--- src/rtl/seq_multdiv.sv ---
// seq_multdiv: iterative multiplier (radix-2 shift-add) and restoring divider, one bit per cycle.
// Optional macro MULTDIV_SIGNED_EN selects two's-complement operands (sign/magnitude around the unsigned core).
module seq_multdiv #(
   parameter int WIDTH = 8
) (
   input  logic             clock,
   input  logic             reset_n,
   input  logic             start_mult,
   input  logic             start_div,
   input  logic [WIDTH-1:0] op_a,
   input  logic [WIDTH-1:0] op_b,
   output logic [WIDTH-1:0] result,
   output logic [WIDTH-1:0] result_hi,
   output logic             busy,
   output logic             done,
   output logic             exception,
   output logic [1:0]       dbg_state
);

   // Handshake: a start is a one-cycle request taken only while busy is low (IDLE); there is no
   // back-pressure. done pulses for one cycle and result/result_hi/exception are valid from then on.
   typedef enum logic [1:0] {IDLE = 2'd0, MUL = 2'd1, DIV = 2'd2, DONE = 2'd3} state_t;

   localparam int CW = $clog2(WIDTH + 1);
   localparam logic [CW-1:0] LAST = CW'(WIDTH);

   state_t state, state_next;

   logic [CW-1:0]      cnt;
   logic [2*WIDTH-1:0] acc;
   logic [WIDTH-1:0]   opnd;
   logic [WIDTH-1:0]   a_raw;
   logic [WIDTH-1:0]   mag_a, mag_b;
   logic [WIDTH:0]     mul_sum;
   logic [WIDTH:0]     div_shift;
   logic [WIDTH-1:0]   div_diff;
   logic [2*WIDTH-1:0] mul_step, div_step, prod_fix;
   logic [WIDTH-1:0]   quo_fix, rem_fix;
   logic [WIDTH-1:0]   fin_lo, fin_hi;
   logic               fin_exc, mul_exc, div_exc;
   logic               div_zero, accept, finish;
`ifdef MULTDIV_SIGNED_EN
   logic               neg_a, neg_b, ovf;
`endif

   always_ff @(posedge clock or negedge reset_n) begin
      if (!reset_n) state <= IDLE;
      else          state <= state_next;
   end

   always_comb begin
      state_next = state;
      case (state)
         IDLE:    if (start_mult) state_next = MUL;
                  else if (start_div) state_next = DIV;
         MUL:     if (cnt == LAST) state_next = DONE;
         DIV:     if (div_zero || cnt == LAST) state_next = DONE;
         DONE:    state_next = IDLE;
         default: state_next = IDLE;
      endcase
   end

   always_comb begin
      busy      = (state != IDLE);
      done      = (state == DONE);
      dbg_state = state;
   end

   always_comb begin
`ifdef MULTDIV_SIGNED_EN
      mag_a = op_a[WIDTH-1] ? -op_a : op_a;
      mag_b = op_b[WIDTH-1] ? -op_b : op_b;
`else
      mag_a = op_a;
      mag_b = op_b;
`endif
   end

   // acc holds {partial product, multiplier} or {partial remainder, dividend/quotient}.
   always_comb begin
      accept    = (state == IDLE) && (start_mult || start_div);
      finish    = (state == MUL || state == DIV) && (state_next == DONE);
      div_zero  = (opnd == '0);
      mul_sum   = {1'b0, acc[2*WIDTH-1:WIDTH]} + (acc[0] ? {1'b0, opnd} : '0);
      mul_step  = {mul_sum, acc[WIDTH-1:1]};
      div_shift = {acc[2*WIDTH-1:WIDTH], acc[WIDTH-1]};
      div_diff  = div_shift[WIDTH-1:0] - opnd;
      if (div_shift >= {1'b0, opnd}) div_step = {div_diff, acc[WIDTH-2:0], 1'b1};
      else                           div_step = {div_shift[WIDTH-1:0], acc[WIDTH-2:0], 1'b0};
   end

   always_comb begin
      prod_fix = acc;
      quo_fix  = acc[WIDTH-1:0];
      rem_fix  = acc[2*WIDTH-1:WIDTH];
      mul_exc  = |acc[2*WIDTH-1:WIDTH];
      div_exc  = 1'b0;
`ifdef MULTDIV_SIGNED_EN
      if (neg_a ^ neg_b) begin
         prod_fix = -acc;
         quo_fix  = -acc[WIDTH-1:0];
      end
      if (neg_a) rem_fix = -acc[2*WIDTH-1:WIDTH];
      mul_exc = (prod_fix[2*WIDTH-1:WIDTH] != {WIDTH{prod_fix[WIDTH-1]}});
      div_exc = ovf;
`endif
      if (state == MUL) begin
         fin_lo  = prod_fix[WIDTH-1:0];
         fin_hi  = prod_fix[2*WIDTH-1:WIDTH];
         fin_exc = mul_exc;
      end else if (div_zero) begin
         fin_lo  = '1;
         fin_hi  = a_raw;
         fin_exc = 1'b1;
      end else begin
         fin_lo  = quo_fix;
         fin_hi  = rem_fix;
         fin_exc = div_exc;
      end
   end

   always_ff @(posedge clock or negedge reset_n) begin
      if (!reset_n) begin
         cnt       <= '0;
         acc       <= '0;
         opnd      <= '0;
         a_raw     <= '0;
         result    <= '0;
         result_hi <= '0;
         exception <= 1'b0;
`ifdef MULTDIV_SIGNED_EN
         neg_a     <= 1'b0;
         neg_b     <= 1'b0;
         ovf       <= 1'b0;
`endif
      end else if (accept) begin
         cnt   <= '0;
         a_raw <= op_a;
         if (start_mult) begin
            opnd <= mag_a;
            acc  <= {{WIDTH{1'b0}}, mag_b};
         end else begin
            opnd <= mag_b;
            acc  <= {{WIDTH{1'b0}}, mag_a};
         end
`ifdef MULTDIV_SIGNED_EN
         neg_a <= op_a[WIDTH-1];
         neg_b <= op_b[WIDTH-1];
         ovf   <= !start_mult && (op_a == {1'b1, {(WIDTH-1){1'b0}}}) && (&op_b);
`endif
      end else if (finish) begin
         result    <= fin_lo;
         result_hi <= fin_hi;
         exception <= fin_exc;
      end else if (state == MUL) begin
         acc <= mul_step;
         cnt <= cnt + CW'(1);
      end else if (state == DIV) begin
         acc <= div_step;
         cnt <= cnt + CW'(1);
      end
   end

endmodule

--- config.mk ---
export PLATFORM = sky130hd
export DESIGN_NAME = seq_multdiv
export DESIGN_NICKNAME = d
export VERILOG_FILES = /design/src/rtl/seq_multdiv.sv
export SDC_FILE = /design/constraint.sdc
export NUM_CORES = 1
export LEC_CHECK = 0
export BUFFER_PORTS_ARGS = -buffer_cell sky130_fd_sc_hd__buf_2
export CORE_AREA = 2 2 76 133
export CTS_CLUSTER_SIZE = 24
export DETAILED_ROUTE_END_ITERATION = 7
export DIE_AREA = 0 0 78 135
export GPL_TIMING_DRIVEN = 0
export PLACE_DENSITY = 0.6
export SLEW_MARGIN = 10
export SYNTH_ARGS = -nofsm -noshare
export SYNTH_HDL_FRONTEND = slang
export SYNTH_SLANG_ARGS = --single-unit
--- constraint.sdc ---
create_clock -name clock -period 3.4 [get_ports clock]
set_input_delay 1.02 -clock clock [delete_from_list [all_inputs] [get_ports clock]]
set_output_delay 1.02 -clock clock [all_outputs]
set_load 0.02 [all_outputs]
==> impl_metrics.csv, run 1 <==
group,metric,value,unit
global_route,grt_max_degree,56,
synth,ys_warn_count,0,
place,io_buffers,39,
critical_path,endpoint_kind,"flip-flop",
clocking,clock_sinks,55,
routing,vias,3308,
hold_path,min_path_cells,2,
place,place_area,4080,µm²
timing,max_freq,362,MHz
clocking,ctsHoldBuffers,0,
critical_path,critPathTopFamily,"compound AO/OA/AOI/OAI gates",
global_route,grt_first_pass_wirelength,17400,µm
synth,synth_cell_type_count,54,
floorplanning,start_util,39.6,%
timing,final_hold_viol_count,0,
critical_path,r2r-end,"acc[13]",
critical_path,worstSetupPathType,"flip-flop to flip-flop",
pwr,power.density,1130,nW/µm²
outcome,status,"finished, final reports clean",
hold_path,min_to,"a_raw[2]",
timing,min_period,2.76,ns
synth,netlist_area,3730,µm²
clocking,clk_pin_slew,0.07,ns
routing,ant_nets,0,
floorplanning,die_y,135,µm
hold_path,hold_path.startpoint,"a_raw[2]",
critical_path,start_kind,"flip-flop",
floorplanning,core_area,9410,µm²
finish,nFillCells,938,
routing,wl,10900,µm
synth,synth_top_area_share,36.9,%
critical_path,cp_cell_sequence,"ha_1 -> clkbuf_1 -> a21oi_1 -> a21oi_1 -> a211oi_2 -> buf_4 -> a211oi_1 -> a21oi_1 -> o21ai_0",
clocking,max-clock-path-buffers,2,
timing,fin_crit_sh,81.2,%
clocking,clkLatencyLatePin,0.30,ns
finish,drive_gt1_share,14.3,%
hold_path,hold_class,"flip-flop to flip-flop",
routing,vias_per_cell,5.60,
clocking,cts_resized,0,
timing,setup_ws,0.638,ns
pwr,p_leak,0.00199,µW
place,dp_slack,0.506,ns
synth,yosysSeqAreaShare,36.9,%
synth,synth.most_common_cell,"dfrtp_1",
critical_path,slowest_stage,"dfrtp_1",
synth,synth_top_cell_by_area,"dfrtp_1",
finish,areaGrowthSynthToFinish,13.5,%
timing,finalSetupViolCount,0,
synth,synth-edff-count,0,
synth,ys_top_cells_by_count,"55 x dfrtp_1, 47 x nand2_1, 47 x nor2_1, 33 x a21oi_1, 32 x mux2i_1",
floorplanning,die_x,78,µm
floorplanning,io_pins,41,
synth,syn_nets,468,
timing,max_slew.worst_pin.slew,0.713,ns
run,maxCapViolCount,0,
clocking,numCtsBuffers,5,
timing,relSlewSlack,52.5,%
critical_path,required,3.58,ns
synth,synthArstFlopShare,100,%
synth,ys_ff_latch,55,
routing,wl_per_cell,18.4,µm
global_route,first_global_vias,3421,
critical_path,crit_buf_inv,2,
critical_path,path_max_fanout,10,
floorplanning,row_count,47,
finish,nNetsFinal,514,
synth,synth_area_leaders,"dfrtp_1 37%, mux2i_1 8.6%, ha_1 8.1%, nand2_1 4.7%, nor2_1 4.7%",
global_route,grt-ovfl-total,0,
global_route,antenna_found_initial,0,
critical_path,rr_worst_depth,9,
timing,fin_skew,0.00345,ns
synth,ys.flop_type,"dfrtp_1",
clocking,cts_setup_buffers,0,
finish,final_area,4230,µm²
timing,fin_tns_setup,0,ns
critical_path,r2r_start,"acc[11]",
clocking,clk_root_buffer_cell,"clkbuf_16",
place,gp_congestion,0.901,
timing,drv_slew,0,
routing,drc,0,
routing,first_iter_violations,160,
pwr,power,4770,µW
critical_path,cp_slowest_stage_delay,0.51,ns
critical_path,r2r_setup_slack,0.64,ns
global_route,grtUsageTotal,21.6,%
clocking,cts_tree,"yes",
critical_path,arrival,2.94,ns
pwr,ir_worst_vdd,0.000557,V
critical_path,crit_top_cell,"a21oi_1",
clocking,htreeDepth,2,
synth,syn_avg_cell_area,8.84,µm²
finish,antenna_cells,0,
synth,syn_inst,422,
place,hpwlAfterDp,8460,µm
floorplanning,design.die.area,10500,µm²
timing,rsz0062_at_grt,"no",
routing,first_pass_iters,5,
-- worst register-to-register path, cell delays in order, from the launching register on --
cell and delay [ns]:
dfrtp_1 0.51, ha_1 0.34, clkbuf_1 0.18, a21oi_1 0.33, a21oi_1 0.13, a211oi_2 0.42, buf_4 0.27, a211oi_1 0.09
a21oi_1 0.26, o21ai_0 0.12
-- per-stage QoR --
step	instances	utilization [%]	hold WS, ns
3_5_place_dp	583	43.3	0.463
6_report	591	45.0	0.480
4_1_cts	591	44.9	0.480
5_1_grt	591	45.0	0.497
2_1_floorplan	422	-	0.445
3_3_place_gp	583	43.3	0.457
-- worst max-delay path by stage --
| stage | startpoint | to | depth (start not counted) |
|---|---|---|---|
| finish | acc[11] | acc[13] | 9 |
| global route | acc[0] | acc[15] | 11 |
| CTS | acc[11] | acc[11] | 8 |
| detailed placement | start_mult | acc[11] | 6 |
| global placement | start_mult | acc[11] | 6 |
| floorplan | start_mult | acc[3] | 9 |
-- area by class of cell --
type                            count  area (µm²)  share of cell area [%]
Timing Repair Buffer               39         198                    4.67
Tap cell                          122         153                    3.61
Sequential cell                    55        1380                    32.5
Clock buffer                        7         143                    3.37
Multi-Input combinational cell    319        2130                    50.4
Inverter                           24        90.1                    2.13
Buffer                             24         131                    3.10
Clock inverter                      1        8.76                   0.207
-- cells by family after synthesis --
group	count (synthesis)	synth area share (%)
simple gates	138	17.0
flops	55	36.9
mux	34	9.19
buf+inv	48	5.94
xor+xnor	6	1.41
compound gates	115	20.4
fa+ha+maj	26	9.12
-- sequential cells by signal, summed over array words and instances (netlist names) --
name	count
cnt	4
result_hi	8
opnd	8
acc	16
exception	1
result	8
a_raw	8
dbg_state	2
-- where the power goes --
part,internal (µW),switching [µW],total [µW],leakage (µW)
combinational,1180,1740,2920,0.00124
clock,296,243,539,0.0000741
sequential,975,331,1310,0.000676
-- placed cells by master, fill, tap and decap left out, drive strengths merged, types with 3 or more instances in the layout --
cell	count
a211o	3
a211oi	10
a21o	7
a21oi	33
a311o	8
a31oi	4
and2	7
buf	52
clkbuf	18
dfrtp	55
ha	24
inv	24
mux2i	32
nand2	47
nand2b	3
nand3	7
nor2	48
nor3	10
nor4	6
o21ai	30
o31ai	3
xnor2	4
-- per-layer routing --
metal / GRT usage, % / share of wire [%] / vias up
li1: - / - / 1581
met1: 22.0 / 37 / 1590
met2: 38.6 / 52 / 93
met3: 2.34 / 3.3 / 44
met4: 18.3 / 7.5 / 0
met5: 0 / 0 / -
Note: power is estimated with default switching activity, not from simulation.
==> run 2: changes to the inputs <==
Settings changed: ABC_AREA from default to 1, CORE_AREA 2 2 76 133 to 2 2 77 135, DIE_AREA 0 0 78 135 to 0 0 79 137, PLACE_DENSITY 0.6 to 0.62.
Clock period 3.4 ns to 2.3 ns, I/O delays scaled along.
==> run 2 against run 1 <==
Critical path depth grew 2. Worst setup slack lost 0.53 ns. Wire length grew 5.3%. Synthesized area grew 2.3%. Maximum frequency grew 26%. Largest power group unchanged. Power grew 40%.
==> impl_metrics.csv, run 2 <==
group,metric,value,unit
pwr,p_leak,0.00232,µW
floorplanning,row_count,48,
timing,max_freq,457,MHz
pwr,p_seq_share,26.8,%
finish,largest_reg_flops,16,
clocking,cts_setup_buffers,0,
global_route,grt_use_met2,40.1,%
timing,relSlewSlack,51.0,%
finish,stdcell_count,713,
finish,final_common_cell,"nand2_1",
place,hpwlAfterDp,9080,µm
synth,yosysSeqAreaShare,36.1,%
synth,synth-edff-count,0,
finish,largest-register,"acc",
run,maxCapViolCount,0,
critical_path,cp_cell_sequence,"ha_1 -> nand2_1 -> nand2_1 -> nand2_1 -> nand2_1 -> a21oi_2 -> nand2_4 -> nor2_4 -> o21ai_0 -> nand2_1 -> nand2_1",
floorplanning,die_y,137,µm
synth,synth_area_leaders,"dfrtp_1 36%, nand2_1 16%, ha_1 7.9%, inv_1 7.3%, o21ai_0 5.8%",
clocking,clk_pin_slew,0.07,ns
timing,rsz0062_at_grt,"no",
outcome,status,"finished, final reports clean",
routing,vias_per_cell,5.18,
critical_path,required,2.49,ns
critical_path,endpoint_kind,"flip-flop",
global_route,busiest_layer,"met2",
synth,ys_top_cells_by_count,"159 x nand2_1, 74 x inv_1, 55 x dfrtp_1, 51 x nor2_1, 44 x o21ai_0",
critical_path,crit_end,"acc[0]",
pwr,p_int,3280,µW
global_route,grt_util_met1,22.7,%
clocking,ctsHoldBuffers,0,
global_route,use_met3,2.04,%
global_route,first_global_vias,3567,
finish,nNetsFinal,634,
pwr,ir_worst_vdd,0.000599,V
synth,synth_top_area_share,36.1,%
synth,syn_nets,588,
finish,nFillCells,1054,
synth,ys_warn_count,0,
floorplanning,design.die.area,10800,µm²
synth,netlist_area,3820,µm²
routing,first_iter_violations,198,
clocking,clk_root_buffer_cell,"clkbuf_16",
global_route,grtUsageTotal,21.7,%
finish,final_util,44.7,%
pwr,clockPowerShare,11.5,%
critical_path,worstSetupPathType,"flip-flop to flip-flop",
routing,wl,11500,µm
critical_path,r2r-end,"acc[0]",
clocking,htreeDepth,2,
synth,ys_ff_latch,55,
finish,final_area,4350,µm²
global_route,grt_first_pass_wirelength,17900,µm
synth,synth.most_common_cell,"nand2_1",
floorplanning,start_util,39.2,%
routing,drc,0,
pwr,combPwrFrac,61.8,%
clocking,numCtsBuffers,5,
synth,synth_top_cell_by_area,"dfrtp_1",
pwr,power,6680,µW
synth,synth_cell_type_count,28,
critical_path,crit_top_cell,"nand2_1",
critical_path,slowest_stage,"dfrtp_1",
timing,fin_crit_sh,95.1,%
clocking,max-clock-path-buffers,2,
timing,drv_slew,0,
critical_path,r2r_start,"acc[13]",
place,gp_congestion,0.983,
critical_path,r2r_setup_slack,0.11,ns
synth,syn_inst,542,
finish,drive_gt1_share,11.7,%
critical_path,rr_worst_depth,11,
clocking,cts_resized,1,
critical_path,start_kind,"flip-flop",
pwr,power.density,1540,nW/µm²
place,dp_cells,706,
synth,synthArstFlopShare,100,%
synth,syn_avg_cell_area,7.04,µm²
timing,final_hold_viol_count,0,
timing,max_slew.worst_pin.slew,0.734,ns
pwr,switchingPower,3400,µW
global_route,grt-ovfl-total,0,
clocking,cts_tree,"yes",
global_route,antenna_found_initial,0,
synth,ys.flop_type,"dfrtp_1",
routing,ant_nets,0,
critical_path,cp_slowest_stage_delay,0.51,ns
clocking,clock_sinks,55,
pwr,switching_share,51.0,%
routing,vias,3692,
critical_path,path_max_fanout,10,
floorplanning,io_pins,41,
critical_path,arrival,2.38,ns
timing,min_period,2.19,ns
critical_path,critPathLaunch,"acc[13]",
floorplanning,die_x,79,µm
place,io_buffers,39,
timing,fin_skew,0.00504,ns
finish,mostFrequentLayoutCells,"159 x nand2_1, 74 x inv_1, 54 x dfrtp_1",
routing,wl_per_cell,16.1,µm
finish,areaGrowthSynthToFinish,14.0,%
clocking,clkLatencyLatePin,0.29,ns
hold_path,hold_class,"input pin to async pin",
place,place_area,4170,µm²
global_route,grt_max_degree,56,
timing,finalSetupViolCount,0,
finish,antenna_cells,0,
routing,first_pass_iters,5,
floorplanning,core_area,9730,µm²
run 2: cell count changes after synthesis, sizes merged, moves of 9 or more:
| cell | delta |
|---|---|
| inv | +52 |
| nor3 | -9 |
| nand4 | +16 |
| a211oi | -10 |
| nand3 | +26 |
| a21oi | -26 |
| nand2 | +116 |
| o21ai | +36 |
| mux2i | -29 |
run 2: power groups by stage:
stage | registers (µW) | clock network, µW | logic [µW]
2_1_floorplan | 1840 | 0 | 2820
3_3_place_gp | 1780 | 0 | 3970
3_5_place_dp | 1800 | 0 | 4050
4_1_cts | 1780 | 784 | 4080
5_1_grt | 1850 | 809 | 4650
6_report | 1790 | 767 | 4130
run 2: cells by family after synthesis:
logic type / after synthesis / synth area share, %
compound gates: 91 / 13.8
xor+xnor: 7 / 1.61
fa+ha+maj: 26 / 8.92
buf+inv: 96 / 10.5
flops: 55 / 36.1
mux: 3 / 0.787
simple gates: 264 / 28.4
run 2: worst max-delay path, delay by kind of cell (launching register included):
kind	cells	cell delay, ns
fa+ha+maj	1	0.42
compound gates	2	0.39
simple gates	8	0.77
flops	1	0.51
run 2: through the flow:
stage | TNS [ns] | setup WS [ns] | hold slack (ns)
after detailed placement | -0.230 | -0.0829 | 0.464
after CTS | 0 | 0.0304 | 0.473
final | 0 | 0.112 | 0.447
after global routing | 0 | 0.0123 | 0.498
after global placement | -0.124 | -0.0646 | 0.461
after floorplan | 0 | 0.349 | 0.394
run 2: worst min path at each step:
stage,startpoint,to,slack [ns],cells after the start
6_report,reset_n,exception,0.45,1
5_1_grt,reset_n,exception,0.50,1
4_1_cts,reset_n,acc[15],0.47,1
3_5_place_dp,result_hi[3],result_hi[3],0.46,2
3_3_place_gp,exception,exception,0.46,1
2_1_floorplan,reset_n,a_raw[0],0.39,0
run 2: metal layers:
metal / share of wire (%) / wire length, µm
met5: 0 / 0
met4: 7.1 / 808
met3: 3.2 / 372
met2: 52 / 6010
met1: 37 / 4260
run 2: final cells by class:
| cell class | instances | area [µm²] | share of cell area [%] |
|---|---|---|---|
| Buffer | 20 | 124 | 2.85 |
| Clock buffer | 6 | 139 | 3.19 |
| Tap cell | 125 | 156 | 3.60 |
| Timing Repair Buffer | 39 | 198 | 4.54 |
| Sequential cell | 55 | 1380 | 31.7 |
| Multi-Input combinational cell | 391 | 2070 | 47.5 |
| Inverter | 76 | 285 | 6.56 |
| Clock inverter | 1 | 5.00 | 0.115 |
